--- src/rtl/blink_pkg.sv ---
// Shared types and default timing constants for the blink monitor.
// Pure declarations: no latency, no flow control.
package blink_pkg;

  typedef enum logic [1:0] {
    WAIT_RISE = 2'd0,
    MEAS_ON   = 2'd1,
    MEAS_OFF  = 2'd2
  } state_t;

  localparam int DEF_CNT_W      = 16;
  localparam int DEF_ON_CYCLES  = 4;
  localparam int DEF_OFF_CYCLES = 4;
  localparam int DEF_TOL        = 0;

  // Larger minus smaller, so the distance never wraps.
  function automatic logic [31:0] abs_diff(input logic [31:0] a, input logic [31:0] b);
    return (a > b) ? (a - b) : (b - a);
  endfunction

endpackage

--- src/rtl/led_edge_det.sv ---
// Registers the blink line once and flags rising/falling samples.
// Rise/fall are combinational against the one-cycle-old sample; no backpressure.
module led_edge_det (
  input  logic i_clk,
  input  logic i_rst_n,
  input  logic i_led,
  output logic o_rise,
  output logic o_fall
);

  logic r_led_d;

  // Reset high so a line already high at release is not seen as a rise.
  always_ff @(posedge i_clk or negedge i_rst_n) begin
    if (!i_rst_n) begin
      r_led_d <= 1'b1;
    end else begin
      r_led_d <= i_led;
    end
  end

  assign o_rise = i_led & ~r_led_d;
  assign o_fall = ~i_led & r_led_d;

endmodule

--- src/rtl/blink_monitor.sv ---
// Measures high/low durations of a blink line and judges each period against tolerance.
// Results appear one cycle after the closing rise; no backpressure, len_valid is a pulse.
module blink_monitor
  import blink_pkg::*;
#(
  parameter int CNT_W      = DEF_CNT_W,
  parameter int ON_CYCLES  = DEF_ON_CYCLES,
  parameter int OFF_CYCLES = DEF_OFF_CYCLES,
  parameter int TOL        = DEF_TOL
) (
  input  logic             clk,
  input  logic             clear_n,
  input  logic             led_in,
  output logic [CNT_W-1:0] on_len,
  output logic [CNT_W-1:0] off_len,
  output logic             len_valid,
  output logic             blink_ok,
  output logic             err_pulse,
  output logic             locked
);

  localparam logic [CNT_W-1:0] CNT_MAX = {CNT_W{1'b1}};
  localparam logic [CNT_W-1:0] CNT_ONE = CNT_W'(1);
  localparam logic [31:0]      ON_U    = ON_CYCLES;
  localparam logic [31:0]      OFF_U   = OFF_CYCLES;
  localparam logic [31:0]      TOL_U   = TOL;

  state_t           r_state,     w_state_nxt;
  logic [CNT_W-1:0] r_cnt,       w_cnt_nxt;
  logic [CNT_W-1:0] r_on_len,    w_on_nxt;
  logic [CNT_W-1:0] r_off_len,   w_off_nxt;
  logic             r_len_valid, w_len_valid_nxt;
  logic             r_blink_ok,  w_blink_ok_nxt;
  logic             r_err,       w_err_nxt;
  logic [1:0]       r_good,      w_good_nxt;

  logic w_rise;
  logic w_fall;
  logic w_in_tol;

  led_edge_det u_edge (
    .i_clk   (clk),
    .i_rst_n (clear_n),
    .i_led   (led_in),
    .o_rise  (w_rise),
    .o_fall  (w_fall)
  );

  // The closing low run is still in r_cnt when the rise arrives.
  assign w_in_tol = (abs_diff(32'(r_on_len), ON_U) <= TOL_U) &&
                    (abs_diff(32'(r_cnt), OFF_U) <= TOL_U);

  always_comb begin
    w_state_nxt     = r_state;
    w_cnt_nxt       = r_cnt;
    w_on_nxt        = r_on_len;
    w_off_nxt       = r_off_len;
    w_len_valid_nxt = 1'b0;
    w_blink_ok_nxt  = r_blink_ok;
    w_err_nxt       = 1'b0;
    w_good_nxt      = r_good;

    case (r_state)
      WAIT_RISE: begin
        if (w_rise) begin
          w_state_nxt = MEAS_ON;
          w_cnt_nxt   = CNT_ONE;
        end
      end
      MEAS_ON, MEAS_OFF: begin
        if (r_cnt == CNT_MAX) begin
          // Saturated run: abandon the period rather than wrap the counter.
          w_state_nxt    = WAIT_RISE;
          w_cnt_nxt      = '0;
          w_err_nxt      = 1'b1;
          w_blink_ok_nxt = 1'b0;
          w_good_nxt     = 2'd0;
        end else if (r_state == MEAS_ON) begin
          if (w_fall) begin
            w_on_nxt    = r_cnt;
            w_cnt_nxt   = CNT_ONE;
            w_state_nxt = MEAS_OFF;
          end else if (led_in) begin
            w_cnt_nxt = r_cnt + CNT_ONE;
          end
        end else begin
          if (w_rise) begin
            w_off_nxt       = r_cnt;
            w_cnt_nxt       = CNT_ONE;
            w_state_nxt     = MEAS_ON;
            w_len_valid_nxt = 1'b1;
            if (w_in_tol) begin
              w_blink_ok_nxt = 1'b1;
              w_good_nxt     = (r_good == 2'd2) ? 2'd2 : r_good + 2'd1;
            end else begin
              w_blink_ok_nxt = 1'b0;
              w_err_nxt      = 1'b1;
              w_good_nxt     = 2'd0;
            end
          end else if (!led_in) begin
            w_cnt_nxt = r_cnt + CNT_ONE;
          end
        end
      end
      default: begin
        w_state_nxt = WAIT_RISE;
        w_cnt_nxt   = '0;
      end
    endcase
  end

  always_ff @(posedge clk or negedge clear_n) begin
    if (!clear_n) begin
      r_state     <= WAIT_RISE;
      r_cnt       <= '0;
      r_on_len    <= '0;
      r_off_len   <= '0;
      r_len_valid <= 1'b0;
      r_blink_ok  <= 1'b0;
      r_err       <= 1'b0;
      r_good      <= 2'd0;
    end else begin
      r_state     <= w_state_nxt;
      r_cnt       <= w_cnt_nxt;
      r_on_len    <= w_on_nxt;
      r_off_len   <= w_off_nxt;
      r_len_valid <= w_len_valid_nxt;
      r_blink_ok  <= w_blink_ok_nxt;
      r_err       <= w_err_nxt;
      r_good      <= w_good_nxt;
    end
  end

  assign on_len    = r_on_len;
  assign off_len   = r_off_len;
  assign len_valid = r_len_valid;
  assign blink_ok  = r_blink_ok;
  assign err_pulse = r_err;
  assign locked    = (r_good == 2'd2);

endmodule

--- config.mk ---
export PLATFORM = sky130hd
export DESIGN_NAME = blink_monitor
export DESIGN_NICKNAME = d
export VERILOG_FILES = /design/src/rtl/blink_pkg.sv /design/src/rtl/led_edge_det.sv /design/src/rtl/blink_monitor.sv
export SDC_FILE = /design/constraint.sdc
export NUM_CORES = 1
export LEC_CHECK = 0
export ABC_AREA = 1
export CORE_MARGIN = 10
export CORE_UTILIZATION = 62
export DETAILED_ROUTE_END_ITERATION = 8
export GPL_TIMING_DRIVEN = 0
export HOLD_SLACK_MARGIN = 0.06
export PLACE_DENSITY = 0.9
export SYNTH_ARGS = -nofsm -noshare
export SYNTH_HDL_FRONTEND = slang
export SYNTH_SLANG_ARGS = --single-unit
--- constraint.sdc ---
create_clock -name clk -period 6.2 [get_ports clk]
set_clock_uncertainty 0.15 [all_clocks]
set_input_delay 1.55 -clock clk [delete_from_list [all_inputs] [get_ports clk]]
set_output_delay 1.55 -clock clk [all_outputs]
set_load 0.005 [all_outputs]
==> results.toml <==
[status]
status = "complete, no violations"

[timing]
fin_crit_ns = 3.39
grt_setup_unrepaired = "false"
drv_slew = 0
period_share = 0.548
finalSetupViolations = 0
max_slew_margin = 0.602
max_freq_ghz = 0.295
finalSetupTns_ns = 0
hold_viol_final = 0
fin_ws_ns = 2.81
holdWs_ns = 0.348
worst_pin_slew_ns = 0.597

[setup_path]
cpMostUsedCell = "inv_1"
cp-end-kind = "flip-flop"
crit_family = "buffers and inverters"
worstPathMaxFanout = 10
rr_startpoint = "r_cnt[2]"
critPathMaxStageDelay_ns = 0.54
required_ns = 6.27
cp.depth = 10
r2r_cells = 12
r2r_end = "off_len[1]"
worst-path-buf-inv = 6
crit_start = "led_in"
rrSetupSlack_ns = 3.71
path_class = "in2reg"
slowest_stage = "clkdlybuf4s50_1"
critPathLaunchType = "primary input"
arrival_ns = 3.46
critPathCapture = "off_len[1]"
crit_chain = "clkdlybuf4s50_1 > inv_1 > nor2_1 > inv_1 > nor2_1 > inv_1 > nor2_2 > inv_1 > buf_2 > o21ai_0"

[synthesis]
synthesis.nets = 570
synth-seq-area-share = 0.359
synth-seq-cells = 56
syn_avg_cell_area_um2 = 7.10
synth_area_mm2 = 0.00390
yosysWarnings = 0
yosys.cell_types.count = 34
syn_inst = 550

[placement]
dp_hpwl_mm = 7.85
gp_congestion = 0.929
dp_slack_ns = 2.54
io_buffer_count = 38

[global_routing]
grt_use_total = 0.207
first_global_vias = 3660
grt_pass1_wl_mm = 17.3
antenna_found_initial = 0
grt.overflow.total = 0
grt_max_degree = 32

[finish]
multi_input_area_mm2 = 0.00218
nFillCells = 475
drive_above_1_share = 0.109
num_antenna_cells = 0
nets = 616
final-seq-area_mm2 = 0.00140
syn_to_final_growth_pct = 15.5

[detailed_routing]
vias = 3735
routed.top_layer = "met4"
viasPerCell = 5.56
detail_route.wirelength_mm = 10.1
met3WireLength_um = 532
wl_met2_mm = 5.09
drt_iter0_drc = 312
first_pass_iters = 5
routedWlPerCell_um = 15.0
drc = 0
postRouteAntennaNets = 0
wl_met1_mm = 4.28

[floorplanning]
core-area_mm2 = 0.00603
initial_core_util = 0.648
row_count = 28
ios = 39
die-height_um = 99.4
die_width_um = 99.4
dieArea_mm2 = 0.00987

[clocking]
numClockSinks = 56
clkLatencyLatePin_ns = 0.32
cts_setup_buffers = 0
cts_buffer_depth = 2
htreeDepth = 2
root_buffer = "clkbuf_8"
cts_resized = 0
tritoncts = "built"
cts_buffers = 5
ctsHoldBuffers = 0
clk_pin_slew_ns = 0.11

[pwr]
irDropWorstVdd_mv = 0.261
p_per_area_mw_per_mm2 = 339
leakage_nw = 2.30

[worst_hold_path]
hold_class = "reg2reg"

[job]
cap_violations = 0
[kinds of logic (layout without fill, tap and decap cells)]
kind of cell             Yosys count  after routing  share of synthesized area
flip-flops                        56             56                      0.359
buffers and inverters             74            121                     0.0814
XOR/XNOR                          13             13                     0.0292
adder cells (fa/ha/maj)           17             17                     0.0545
AO/OA/AOI/OAI                     72             72                     0.0984
AND/OR/NAND/NOR                  318            318                      0.377
[state kept, by name, summed over array words and instances (netlist names)]
signal / flops
err_pulse: 1
blink_ok: 1
len_valid: 1
on_len: 16
r_good: 2
off_len: 16
r_state: 2
u_edge.r_led_d: 1
r_cnt: 16
[tightest hold or removal path, delay by kind of cell (launching register included)]
kind	cells	cell delay, ns
DFF	1	0.36
and+or+nand+nor	1	0.05
AOI/OAI and AO/OA	1	0.06
[synth_stat cells]
library cell | instances | share of area
o211ai_1 | 1 | 0.0019
o22ai_1 | 1 | 0.0016
xor2_1 | 10 | 0.022
inv_4 | 1 | 0.0016
a22oi_1 | 1 | 0.0019
nand2_2 | 9 | 0.014
o31ai_1 | 1 | 0.0019
o21ai_1 | 2 | 0.0026
nand2_1 | 171 | 0.16
nor3_1 | 4 | 0.0051
dfstp_2 | 1 | 0.0067
o221ai_1 | 1 | 0.0022
inv_1 | 58 | 0.056
buf_6 | 4 | 0.012
nand4_4 | 2 | 0.011
nor2_2 | 13 | 0.021
a211oi_2 | 1 | 0.0032
nand3b_1 | 4 | 0.0077
nand2_4 | 5 | 0.014
buf_2 | 6 | 0.0077
o21ai_0 | 47 | 0.060
or2_1 | 1 | 0.0016
xnor2_1 | 3 | 0.0067
nor2_4 | 6 | 0.017
nor2_1 | 61 | 0.059
nand3_4 | 1 | 0.0045
o311ai_0 | 1 | 0.0022
inv_2 | 5 | 0.0048
nor3b_2 | 1 | 0.0032
nand4_1 | 10 | 0.016
ha_1 | 17 | 0.054
nand3_1 | 30 | 0.038
a21oi_1 | 16 | 0.021
dfrtp_1 | 55 | 0.35
[final cells by class]
| class | count | area share |
|---|---|---|
| multi-input cells | 420 | 0.484 |
| repair buffers | 39 | 0.0877 |
| clock inverters | 3 | 0.0103 |
| inverters | 64 | 0.0538 |
| clock buffers | 5 | 0.0153 |
| flip-flops and latches | 56 | 0.311 |
| plain buffers | 10 | 0.0166 |
| well taps | 75 | 0.0208 |
[per-stage QoR]
| stage | cell area (um2) | util | cells | total power [mW] |
|---|---|---|---|---|
| 2_1_floorplan | 3910 | - | 550 | 1.04 |
| 3_3_place_gp | 4380 | 0.727 | 663 | 1.25 |
| 3_5_place_dp | 4390 | 0.729 | 664 | 1.27 |
| 4_1_cts | 4510 | 0.748 | 672 | 1.52 |
| 5_1_grt | 4510 | 0.748 | 672 | 1.65 |
| 6_report | 4510 | 0.748 | 672 | 1.53 |
[layout by cell type (no fill, tap or decap), types with 2 or more instances in the layout]
master           instances
nor2_4                   6
a21oi_1                 16
nor2_1                  61
nand3_1                 30
nor3_1                   4
nor2_2                  13
o21ai_1                  2
buf_2                    7
ha_1                    17
nand2_1                171
nand2_4                  5
o21ai_0                 47
inv_2                    5
buf_6                    4
nand4_1                 10
inv_1                   58
xor2_1                  10
nand3b_1                 4
nand2_2                  9
clkdlybuf4s50_1         37
dfrtp_1                 55
nand4_4                  2
clkbuf_8                 5
xnor2_1                  3
[worst min-delay path by stage]
stage,from,end,slack [ns],depth (start not counted)
floorplan,r_good[0],r_good[0],0.30,2
global placement,r_good[0],r_good[0],0.32,2
detailed placement,off_len[14],off_len[14],0.33,2
CTS,off_len[3],off_len[3],0.35,2
global route,off_len[8],off_len[8],0.37,2
finish,off_len[14],off_len[14],0.35,2
[report_power, final]
group | leakage, nW | switching, mW | total (mW) | internal (mW)
Clock | 0.0548 | 0.131 | 0.253 | 0.122
Combinational | 1.48 | 0.508 | 0.818 | 0.310
Sequential | 0.769 | 0.0456 | 0.457 | 0.411
Total | 2.30 | 0.685 | 1.53 | 0.843
[metal layers]
layer,GRT usage,vias up
li1,-,1837
met1,0.255,1771
met2,0.357,109
met3,0.0388,18
met4,0.0628,0
met5,0,-
(Power assumes the default switching activity.)
